--- src/rtl/tm_lif_pkg.sv ---
// Shared types and constants for the time-multiplexed LIF neuron array.
// Holds the sequencer state encoding and the update pipeline depth.
package tm_lif_pkg;

   typedef enum logic [1:0] {
      IDLE  = 2'd0,
      RUN   = 2'd1,
      DRAIN = 2'd2
   } lif_state_e;

   localparam int PIPE_DEPTH = 3;

endpackage

--- src/rtl/lif_update_pipe.sv ---
// Three-stage LIF membrane update: leak/recovery multiply, synaptic sum with
// saturation and refractory handling, then threshold/spike and write-back.
module lif_update_pipe #(
   parameter int N_NEURON = 16,
   parameter int VW       = 10,
   parameter int RW       = 9,
   parameter int REFW     = 4,
   parameter int IW       = $clog2(N_NEURON)
) (
   input  logic                   clk_in,
   input  logic                   reset_n,
   input  logic                   issue,
   input  logic [IW-1:0]          issue_idx,
   input  logic signed [VW-1:0]   vmem_rd,
   input  logic [REFW-1:0]        refr_rd,
   input  logic signed [VW-1:0]   syn_i,
   input  logic [RW-1:0]          leak_rate,
   input  logic [RW-1:0]          charge_rate,
   input  logic signed [VW-1:0]   Vth,
   input  logic signed [VW-1:0]   Vrst,
   input  logic [REFW-1:0]        ref_period,
   output logic                   wb_valid,
   output logic [IW-1:0]          wb_idx,
   output logic signed [VW-1:0]   wb_vmem,
   output logic [REFW-1:0]        wb_refr,
   output logic                   spike,
   output logic                   sweep_done
);

   localparam int PW = VW + RW + 1;
   localparam logic [IW-1:0]        LAST_IDX = IW'(N_NEURON - 1);
   localparam logic signed [VW-1:0] V_MAX    = {1'b0, {(VW-1){1'b1}}};
   localparam logic signed [VW-1:0] V_MIN    = {1'b1, {(VW-1){1'b0}}};

   logic                 s1_valid;
   logic [IW-1:0]        s1_idx;
   logic signed [VW-1:0] s1_vmem;
   logic [REFW-1:0]      s1_refr;
   logic signed [VW-1:0] s1_syn;

   logic                 s2_valid;
   logic [IW-1:0]        s2_idx;
   logic signed [VW-1:0] s2_sum;
   logic                 s2_refr_zero;
   logic [REFW-1:0]      s2_refr_dec;

   logic [RW-1:0]        s1_rate;
   logic signed [PW-1:0] s1_a_ext;
   logic signed [PW-1:0] s1_b_ext;
   logic signed [PW-1:0] s1_prod;
   logic signed [VW-1:0] s1_vdec;
   logic signed [VW:0]   s1_wide;
   logic signed [VW-1:0] s1_sum_nx;
   logic [REFW-1:0]      s1_refr_nx;
   logic                 s2_fire;
   logic                 unused_prod_bits;

   // Product is scaled by 2^RW; keep bits [RW +: VW], i.e. an arithmetic
   // shift right by RW. Since rate < 2^RW the result always fits in VW bits.
   always_comb begin
      s1_rate    = s1_vmem[VW-1] ? charge_rate : leak_rate;
      s1_a_ext   = PW'(s1_vmem);
      s1_b_ext   = PW'($signed({1'b0, s1_rate}));
      s1_prod    = s1_a_ext * s1_b_ext;
      s1_vdec    = s1_prod[RW +: VW];
      s1_wide    = (VW+1)'(s1_vdec) + (VW+1)'(s1_syn);
      s1_sum_nx  = s1_vdec;
      s1_refr_nx = '0;
      if (s1_refr != '0) begin
         s1_refr_nx = s1_refr - REFW'(1);
      end else if (s1_wide[VW] != s1_wide[VW-1]) begin
         s1_sum_nx = s1_wide[VW] ? V_MIN : V_MAX;
      end else begin
         s1_sum_nx = s1_wide[VW-1:0];
      end
   end

   assign unused_prod_bits = ^{s1_prod[RW-1:0], s1_prod[PW-1]};
   assign s2_fire = s2_refr_zero && (s2_sum > Vth);

   always_ff @(posedge clk_in) begin
      if (!reset_n) begin
         s1_valid     <= 1'b0;
         s1_idx       <= '0;
         s1_vmem      <= '0;
         s1_refr      <= '0;
         s1_syn       <= '0;
         s2_valid     <= 1'b0;
         s2_idx       <= '0;
         s2_sum       <= '0;
         s2_refr_zero <= 1'b0;
         s2_refr_dec  <= '0;
         wb_valid     <= 1'b0;
         wb_idx       <= '0;
         wb_vmem      <= '0;
         wb_refr      <= '0;
         spike        <= 1'b0;
         sweep_done   <= 1'b0;
      end else begin
         s1_valid <= issue;
         if (issue) begin
            s1_idx  <= issue_idx;
            s1_vmem <= vmem_rd;
            s1_refr <= refr_rd;
            s1_syn  <= syn_i;
         end

         s2_valid     <= s1_valid;
         s2_idx       <= s1_idx;
         s2_sum       <= s1_sum_nx;
         s2_refr_zero <= (s1_refr == '0);
         s2_refr_dec  <= s1_refr_nx;

         wb_valid   <= s2_valid;
         wb_idx     <= s2_idx;
         wb_vmem    <= (s2_valid && s2_fire) ? Vrst : s2_sum;
         wb_refr    <= (s2_valid && s2_fire) ? ref_period : s2_refr_dec;
         spike      <= s2_valid && s2_fire;
         sweep_done <= s2_valid && (s2_idx == LAST_IDX);
      end
   end

endmodule

--- src/rtl/tm_lif_array.sv ---
// Time-multiplexed LIF neuron array: sweep sequencer, neuron index counter
// and per-neuron membrane/refractory state, feeding lif_update_pipe.
//
//   state | meaning
//   IDLE  | no issue; index held for the next run
//   RUN   | one neuron issued per cycle, index wraps at N_NEURON-1
//   DRAIN | no issue; PIPE_DEPTH cycles to flush in-flight write-backs
module tm_lif_array
   import tm_lif_pkg::*;
#(
   parameter int N_NEURON = 16,
   parameter int VW       = 10,
   parameter int RW       = 9,
   parameter int REFW     = 4
) (
   input  logic                          clk_in,
   input  logic                          reset_n,
   input  logic                          enable,
   input  logic [RW-1:0]                 leak_rate,
   input  logic [RW-1:0]                 charge_rate,
   input  logic signed [VW-1:0]          Vth,
   input  logic signed [VW-1:0]          Vrst,
   input  logic [REFW-1:0]               ref_period,
   input  logic signed [VW-1:0]          syn_i,
   output logic [$clog2(N_NEURON)-1:0]   idx_o,
   output logic                          issue_o,
   output logic                          spike_o,
   output logic [$clog2(N_NEURON)-1:0]   spike_idx_o,
   output logic signed [VW-1:0]          vmem_o,
   output logic                          wb_valid_o,
   output logic                          sweep_done_o,
   output logic                          busy_o
);

   localparam int IW = $clog2(N_NEURON);
   localparam logic [IW-1:0] LAST_IDX   = IW'(N_NEURON - 1);
   localparam logic [1:0]    DRAIN_LOAD = 2'(PIPE_DEPTH - 1);

   lif_state_e state, state_nx;
   logic [1:0]           drain_cnt;
   logic [IW-1:0]        idx;
   logic signed [VW-1:0] vmem [N_NEURON];
   logic [REFW-1:0]      refr [N_NEURON];

   logic                 wb_valid;
   logic [IW-1:0]        wb_idx;
   logic signed [VW-1:0] wb_vmem;
   logic [REFW-1:0]      wb_refr;
   logic                 spike;
   logic                 sweep_done;

   always_comb begin
      state_nx = state;
      case (state)
         IDLE:    if (enable) state_nx = RUN;
         RUN:     if (!enable) state_nx = DRAIN;
         DRAIN:   if (drain_cnt == 2'd0) state_nx = IDLE;
         default: state_nx = IDLE;
      endcase
   end

   assign issue_o = (state == RUN);
   assign busy_o  = (state != IDLE);
   assign idx_o   = idx;

   always_ff @(posedge clk_in) begin
      if (!reset_n) begin
         state     <= IDLE;
         drain_cnt <= 2'd0;
         idx       <= '0;
      end else begin
         state <= state_nx;
         if (state == RUN && state_nx == DRAIN) begin
            drain_cnt <= DRAIN_LOAD;
         end else if (state == DRAIN && drain_cnt != 2'd0) begin
            drain_cnt <= drain_cnt - 2'd1;
         end
         if (issue_o) begin
            idx <= (idx == LAST_IDX) ? '0 : idx + IW'(1);
         end
      end
   end

   // Reads need no bypass: with N_NEURON >= 4 a neuron is written back
   // before it comes up for issue again.
   always_ff @(posedge clk_in) begin
      if (!reset_n) begin
         for (int i = 0; i < N_NEURON; i++) begin
            vmem[i] <= '0;
            refr[i] <= '0;
         end
      end else if (wb_valid) begin
         vmem[wb_idx] <= wb_vmem;
         refr[wb_idx] <= wb_refr;
      end
   end

   lif_update_pipe #(
      .N_NEURON (N_NEURON),
      .VW       (VW),
      .RW       (RW),
      .REFW     (REFW),
      .IW       (IW)
   ) u_pipe (
      .clk_in      (clk_in),
      .reset_n     (reset_n),
      .issue       (issue_o),
      .issue_idx   (idx),
      .vmem_rd     (vmem[idx]),
      .refr_rd     (refr[idx]),
      .syn_i       (syn_i),
      .leak_rate   (leak_rate),
      .charge_rate (charge_rate),
      .Vth         (Vth),
      .Vrst        (Vrst),
      .ref_period  (ref_period),
      .wb_valid    (wb_valid),
      .wb_idx      (wb_idx),
      .wb_vmem     (wb_vmem),
      .wb_refr     (wb_refr),
      .spike       (spike),
      .sweep_done  (sweep_done)
   );

   assign wb_valid_o   = wb_valid;
   assign spike_idx_o  = wb_idx;
   assign vmem_o       = wb_vmem;
   assign spike_o      = spike;
   assign sweep_done_o = sweep_done;

endmodule

--- config.mk ---
export PLATFORM = sky130hd
export DESIGN_NAME = tm_lif_array
export DESIGN_NICKNAME = d
export VERILOG_FILES = /design/src/rtl/tm_lif_pkg.sv /design/src/rtl/lif_update_pipe.sv /design/src/rtl/tm_lif_array.sv
export SDC_FILE = /design/constraint.sdc
export NUM_CORES = 1
export LEC_CHECK = 0
export ABC_AREA = 1
export CAP_MARGIN = 20
export CORE_AREA = 2 2 169 171
export CTS_CLUSTER_DIAMETER = 200
export DETAILED_ROUTE_END_ITERATION = 10
export DIE_AREA = 0 0 171 173
export GPL_TIMING_DRIVEN = 0
export PLACE_DENSITY = 0.82
export SLEW_MARGIN = 0
export SYNTH_ARGS = -nofsm -noshare
export SYNTH_HDL_FRONTEND = slang
export SYNTH_SLANG_ARGS = --single-unit
--- constraint.sdc ---
create_clock -name clk_in -period 8.4 [get_ports clk_in]
set_input_delay 1.68 -clock clk_in [delete_from_list [all_inputs] [get_ports clk_in]]
set_output_delay 1.68 -clock clk_in [all_outputs]
set_load 0.005 [all_outputs]
* Word level (Yosys, flattened, before mapping)
Memories as Yosys holds them, arrays and structs flattened. A register that Yosys moved wholly into a read port is not among the register bits.
Cells that the tools add are included.
** Word-level totals
- Register bits after elaboration :: 64
- Bits in writable memories :: 224
- Input port bits :: 55
- Output and inout port bits :: 23
- Word-level logic and storage cells :: 74
- Memories :: 2
** Cells by class
- $add $sub $neg :: 4
- Multiply operators :: 1
- $lt $le $gt $ge :: 1
- Equality and inequality tests :: 6
- Muxes and demuxes :: 23
- Bitwise logic cells :: 1
- Reductions and logical operators :: 18
** Memories
- vmem :: words 16, width 10, rd ports 1, clocked after Yosys merged registers in 1, write ports 16, line tm_lif_array.sv:42 : logic signed [VW-1:0] vmem [N_NEURON];
- refr :: words 16, width 4, rd ports 1, clocked after Yosys merged registers in 1, write ports 16, line tm_lif_array.sv:43 : logic [REFW-1:0] refr [N_NEURON];
** Operator list (count)
- two-way mux 10 bit :: 5
- two-way mux 4 bit :: 5
- multiplier 10 x 10 -> 19 bit :: 1
- adder 10 x 10 -> 11 bit :: 1
- > comparator 10 bit :: 1
- two-way mux 2 bit :: 5
- OR reduction 10 bit :: 1
- two-way mux 9 bit :: 1
- equality test 4 bit (second input constant) :: 2
- two-way mux 1 bit :: 6
- one-hot mux 2 bit (3 select lines) :: 1
- nonzero test 2 bit :: 3
- logical AND 1 bit :: 5
- adder 4 x 1 -> 4 bit (second input constant) :: 1
- equality test 2 bit (second input constant) :: 2
- logical NOT 2 bit :: 2
- logical NOT 4 bit :: 1
- nonzero test 4 bit :: 1
- OR reduction 4 bit :: 1
- subtractor 4 x 1 -> 4 bit (second input constant) :: 1
- equality test 2 x 1 -> 1 bit (second input constant) :: 1
- logical NOT 1 bit :: 2
- AND reduction 2 bit :: 1
- OR reduction 2 bit :: 1
- 3 further kinds :: 3

* Depth between registers and ports, before layout
- Depth after elaboration :: 6
- Gate-level depth with buffers :: 38
- Gate-level depth less buffers :: 37

* Hierarchy
A second synthesis with hierarchy kept.
** Unflattened totals
- Cells, all modules :: 2176
- Area, all modules :: 17958.5 µm²
** Modules (own cells, without submodules)
- tm_lif_array :: instances 1, cells each 1272, area an instance 11169.5 µm², seq. area each 6966.7 µm²
- lif_update_pipe :: instances 1, cells each 904, area an instance 6789.0 µm², seq. area each 1401.3 µm²

* Worst setup path before layout
No wires, ideal clock.
- Path kind :: input to register
- Start point :: input charge_rate[4]
- End point :: register u_pipe.s2_sum[0]
- Library setup time :: 0.114 ns
- Arrival :: 7.334 ns
- Required time :: 8.286 ns
- Setup slack :: 0.952 ns
- Cell stages on the path :: 31
- Path buffers :: 0
- Cells stage by stage :: nand2_1 -> inv_1 -> a21oi_1 -> inv_1 -> nand2_1 -> fa_1 -> fa_1 -> inv_1 -> fa_1 -> fa_1 -> inv_1 -> fa_1 -> inv_1 -> ha_1 -> a21oi_1 -> o21ai_0 -> a21oi_1 -> nand2_1 -> nand2_1 -> nand3_1 -> and2_1 -> ha_1 -> a21oi_1 -> nor2_1 -> nor3_1 -> nand3_2 -> xor2_1 -> nand2_1 -> nand2_1 -> nand2_1 -> nand2_1
** On the way
- Cells in the longest elaborated chain, start to end :: 6
- Elaborated cells between the ends (all ways) :: 7
- Those cells by class :: add/sub (1); mul (1); eq/ne (1); mux (4)
** Ends and longest elaborated chain
- from (decl) :: line tm_lif_array.sv:20 : input logic [RW-1:0] charge_rate,
- two-way mux 9 bit * :: line lif_update_pipe.sv:61 : s1_rate = s1_vmem[VW-1] ? charge_rate : leak_rate;
- multiplier 10 x 10 -> 19 bit * :: line lif_update_pipe.sv:64 : s1_prod = s1_a_ext * s1_b_ext;
- adder 10 x 10 -> 11 bit :: line lif_update_pipe.sv:66 : s1_wide = (VW+1)'(s1_vdec) + (VW+1)'(s1_syn);
- two-way mux 10 bit / inequality test 1 bit (equally long branches) :: line lif_update_pipe.sv:72, lif_update_pipe.sv:71
- two-way mux 10 bit :: line lif_update_pipe.sv:71 : end else if (s1_wide[VW] != s1_wide[VW-1]) begin
- two-way mux 10 bit * :: line lif_update_pipe.sv:69 : if (s1_refr != '0) begin
- to (signal assigned) :: line lif_update_pipe.sv:110 : s2_sum <= s1_sum_nx;
- to (decl) :: line lif_update_pipe.sv:43 : logic signed [VW-1:0] s2_sum;
Every way passes the cells marked *; elsewhere a longest branch is shown, timed or not.
A chain may end at the register's enable or synchronous reset.

* Worst setup path after layout
- Start point :: input charge_rate[5]
- End point :: register u_pipe.s2_sum[7]
The elaborated chain is that of the path after synthesis.

==> flow_summary.toml <==
[clock_tree]
tritoncts = "yes"
ctsLongestPathBuffers = 3
cts-buffers-inserted = 28
holdBufCountCts = 0
h_tree_depth_reported_by_cts = 1
clock_insertion_delay_worst_skew_ns = 0.55
cts_num_sinks = 302
cts.reportedPaths.clkPinSlew_ns = 0.06
cts_root_buf = "clkbuf_16"

[floorplan]
initial_utilization = 0.608
fp.coreArea_sq_um = 27600
std_cell_rows = 61
fp.dieH_um = 173
dieWidth_um = 171
design.die.area_sq_um = 29600
io_pins = 78

[run]
max-cap-violations = 0

[final_layout]
post-route-cell-area_sq_um = 19100
num_antenna_cells = 0
area_growth_pct = 13.4
finalNetCount = 2165
final_core_utilization = 0.690
layout-drive-gt1-share = 0.0427
filler_cell_count = 2097
stdcell_count = 2367
leading_cell_type_in_the_layout_fill_and_taps_excluded = "nor2_1"
most_frequent_cells_in_the_layout = "nor2_1, nand2_1, edfxtp_1, inv_1, o21ai_0"

[pwr]
power_leakage_nw = 7.98
power_per_cell_area_nw_per_um2 = 223
fin_total_pwr_mw = 4.25
vdd.ir_drop.worst_uv = 184

[route]
via_count = 13800
avgViaCountPerCell = 5.81
post-route-drc-count = 0
detail_route.wirelength_mm = 47.3
drtIter0Drc = 1536
detail_route.wl_per_cell_um = 20.0
drtPass1Iterations = 6
ant_nets = 0

[run_status]
outcome = "finished clean"

[critical_path]
critPathBufInv = 6
cp.arrival_ns = 8.46
critical_path.max_stage_delay_ns = 0.55
cp-start-kind = "input pin"
critical_path.slowest_cell = "fa_1"
cpMostUsedCell = "nand2_1"
end_kind = "flop"
family_with_the_most_delay_on_the_worst_path = "adder cells"
required_ns = 8.83
criticalPathCategory = "in2reg"
critical_path_peak_fanout = 9

[logic_synthesis]
yosysSeqAreaShare = 0.493
mappedNetlistNets = 2054
postSynthAreaPerCell_sq_um = 9.05
post_synth_num_cell_types = 42
synth_warnings = 0
yosys_register_bits = 302
synthesis.area_sq_um = 16800
synth_top_area_share = 0.400
syn_inst = 1857
top_area_cells_in_the_synthesized_netlist = "edfxtp_1, nor2_1, dfxtp_1"
postSynth.topFlopCell = "edfxtp_1"
synth-async-reset-ratio = 0
post_synth_edffs = 224
synth_top_cell_by_area = "edfxtp_1"

[timing]
fmaxAchievable_mhz = 124
period_share = 0.956
slew-limit-headroom = 0.377
clk_skew_ns = 0.0152
grt_setup_unrepaired = "no"
pin_slew_with_the_least_headroom_to_its_limit_ns = 0.927
setup_violations = 0
setup-tns-final_ns = 0
layout_min_cycle_time_ns = 8.03
report.final.slew_viol_count = 0
report.final.hold_viol_count = 0

[worst_hold_path]
hold_class = "reg2reg"

[global_routing]
grt_antenna_before_repair = 0
grt_remaining_overflow = 0
grt_pass1_vias = 13700
grt_pass1_wl_mm = 72.9
globalRouteTotalUtil = 0.322
grt_start_max_net_pins = 16

[placed_design]
placed_cell_area_sq_um = 18000
placed_instances = 2311
detailed_place_hpwl_mm = 35.4
gpl.final_weighted_congestion = 0.983
io_buffer_count = 76
==> per-stage QoR <==
stage | hold slack [ns] | setup slack [ns]
after global routing | 0.440 | 0.00413
after floorplan | 0.390 | 0.952
after detailed placement | 0.400 | -0.554
after global placement | 0.399 | -0.531
after CTS | 0.416 | 0.0567
final | 0.415 | 0.367
==> tightest hold or removal path: stages (launching register included) <==
cell and delay [ns]:
dfxtp_1 0.31, nand2_1 0.05, inv_1 0.04
==> cell type report <==
class	count	area, sq um	share of cell area
Buffer	93	380	0.0200
Clock buffer	37	776	0.0407
Clock inverter	14	130	0.00683
Inverter	213	800	0.0420
Multi-Input combinational cell	1250	7420	0.389
Sequential cell	302	8290	0.435
Tap cell	378	473	0.0248
Timing Repair Buffer	80	791	0.0415
==> routing by layer <==
metal  GRT usage  routed length (um)
met4       0.157                2480
met2       0.542               22800
met3      0.0481                4410
met1       0.409               17600
met5           0                   0
==> cell usage after synthesis, types with 2 or more instances <==
cell type  instances
ha_1              65
inv_2              3
nand2_1          276
edfxtp_1         224
o21ai_1           13
nand2_2            4
o21ai_0          138
fa_1              77
nor3_1            10
a21boi_1           2
nor4_1             2
nor2_1           465
dfxtp_1           78
inv_1            209
buf_4              2
nand3_1           27
a41oi_1           14
o22ai_1           42
o211ai_1          12
nand4_1            4
a21oi_1           37
clkbuf_1          73
o221ai_1          17
xnor2_1            8
and2_1             5
buf_2             13
xor2_2             2
o21bai_1           2
a21o_1             4
nor2_2             2
buf_1              4
o21a_1             2
xor2_1            12
==> report_power, final <==
part           total (mW)  switching [mW]  internal [mW]
combinational        1.26           0.821          0.438
sequential           1.73          0.0508           1.68
clock                1.26           0.551          0.711
total                4.25            1.42           2.83
==> logic make-up (layout without fill, tap and decap cells) <==
logic type / after synthesis / after routing / synth area share
and+or+nand+nor: 799 / 799 / 0.185
buffers and inverters: 306 / 437 / 0.0702
DFF: 302 / 302 / 0.493
AOI/OAI and AO/OA: 285 / 285 / 0.0986
adders and majority gates: 142 / 142 / 0.140
xor gates and xnor gates: 23 / 24 / 0.0133
==> flip-flops by register name, summed over array words and instances, names as in the netlist, 10 cells and up <==
register        flops
u_pipe.s2_sum      10
vmem              160
u_pipe.wb_vmem     10
refr               64
u_pipe.s1_vmem     10
u_pipe.s1_syn      10
==> path summary, 6_finish.rpt <==
| kind | endpoint | depth (start not counted) | start | slack (ns) |
|---|---|---|---|---|
| setup / recovery | u_pipe.s2_sum[7]$_SDFF_PN0_ | 33 | charge_rate[5] | 0.37 |
| hold / removal | u_pipe.s2_valid$_SDFF_PN0_ | 2 | u_pipe.s1_valid$_SDFF_PN0_ | 0.41 |
| setup reg to reg | u_pipe.s2_sum[7]$_SDFF_PN0_ | 33 | u_pipe.s1_vmem[9]$_SDFFE_PN0P_ | 1.22 |
| hold reg to reg | u_pipe.s2_valid$_SDFF_PN0_ | 2 | u_pipe.s1_valid$_SDFF_PN0_ | 0.41 |
==> repair_timing <==
item,4_1_cts,5_1_grt
gates cloned,0,1
resized for setup,1,11
setup endpoints to repair,1,9
buffers inserted,0,4
pin swaps,0,2
Power figures use the tool's default switching activity.
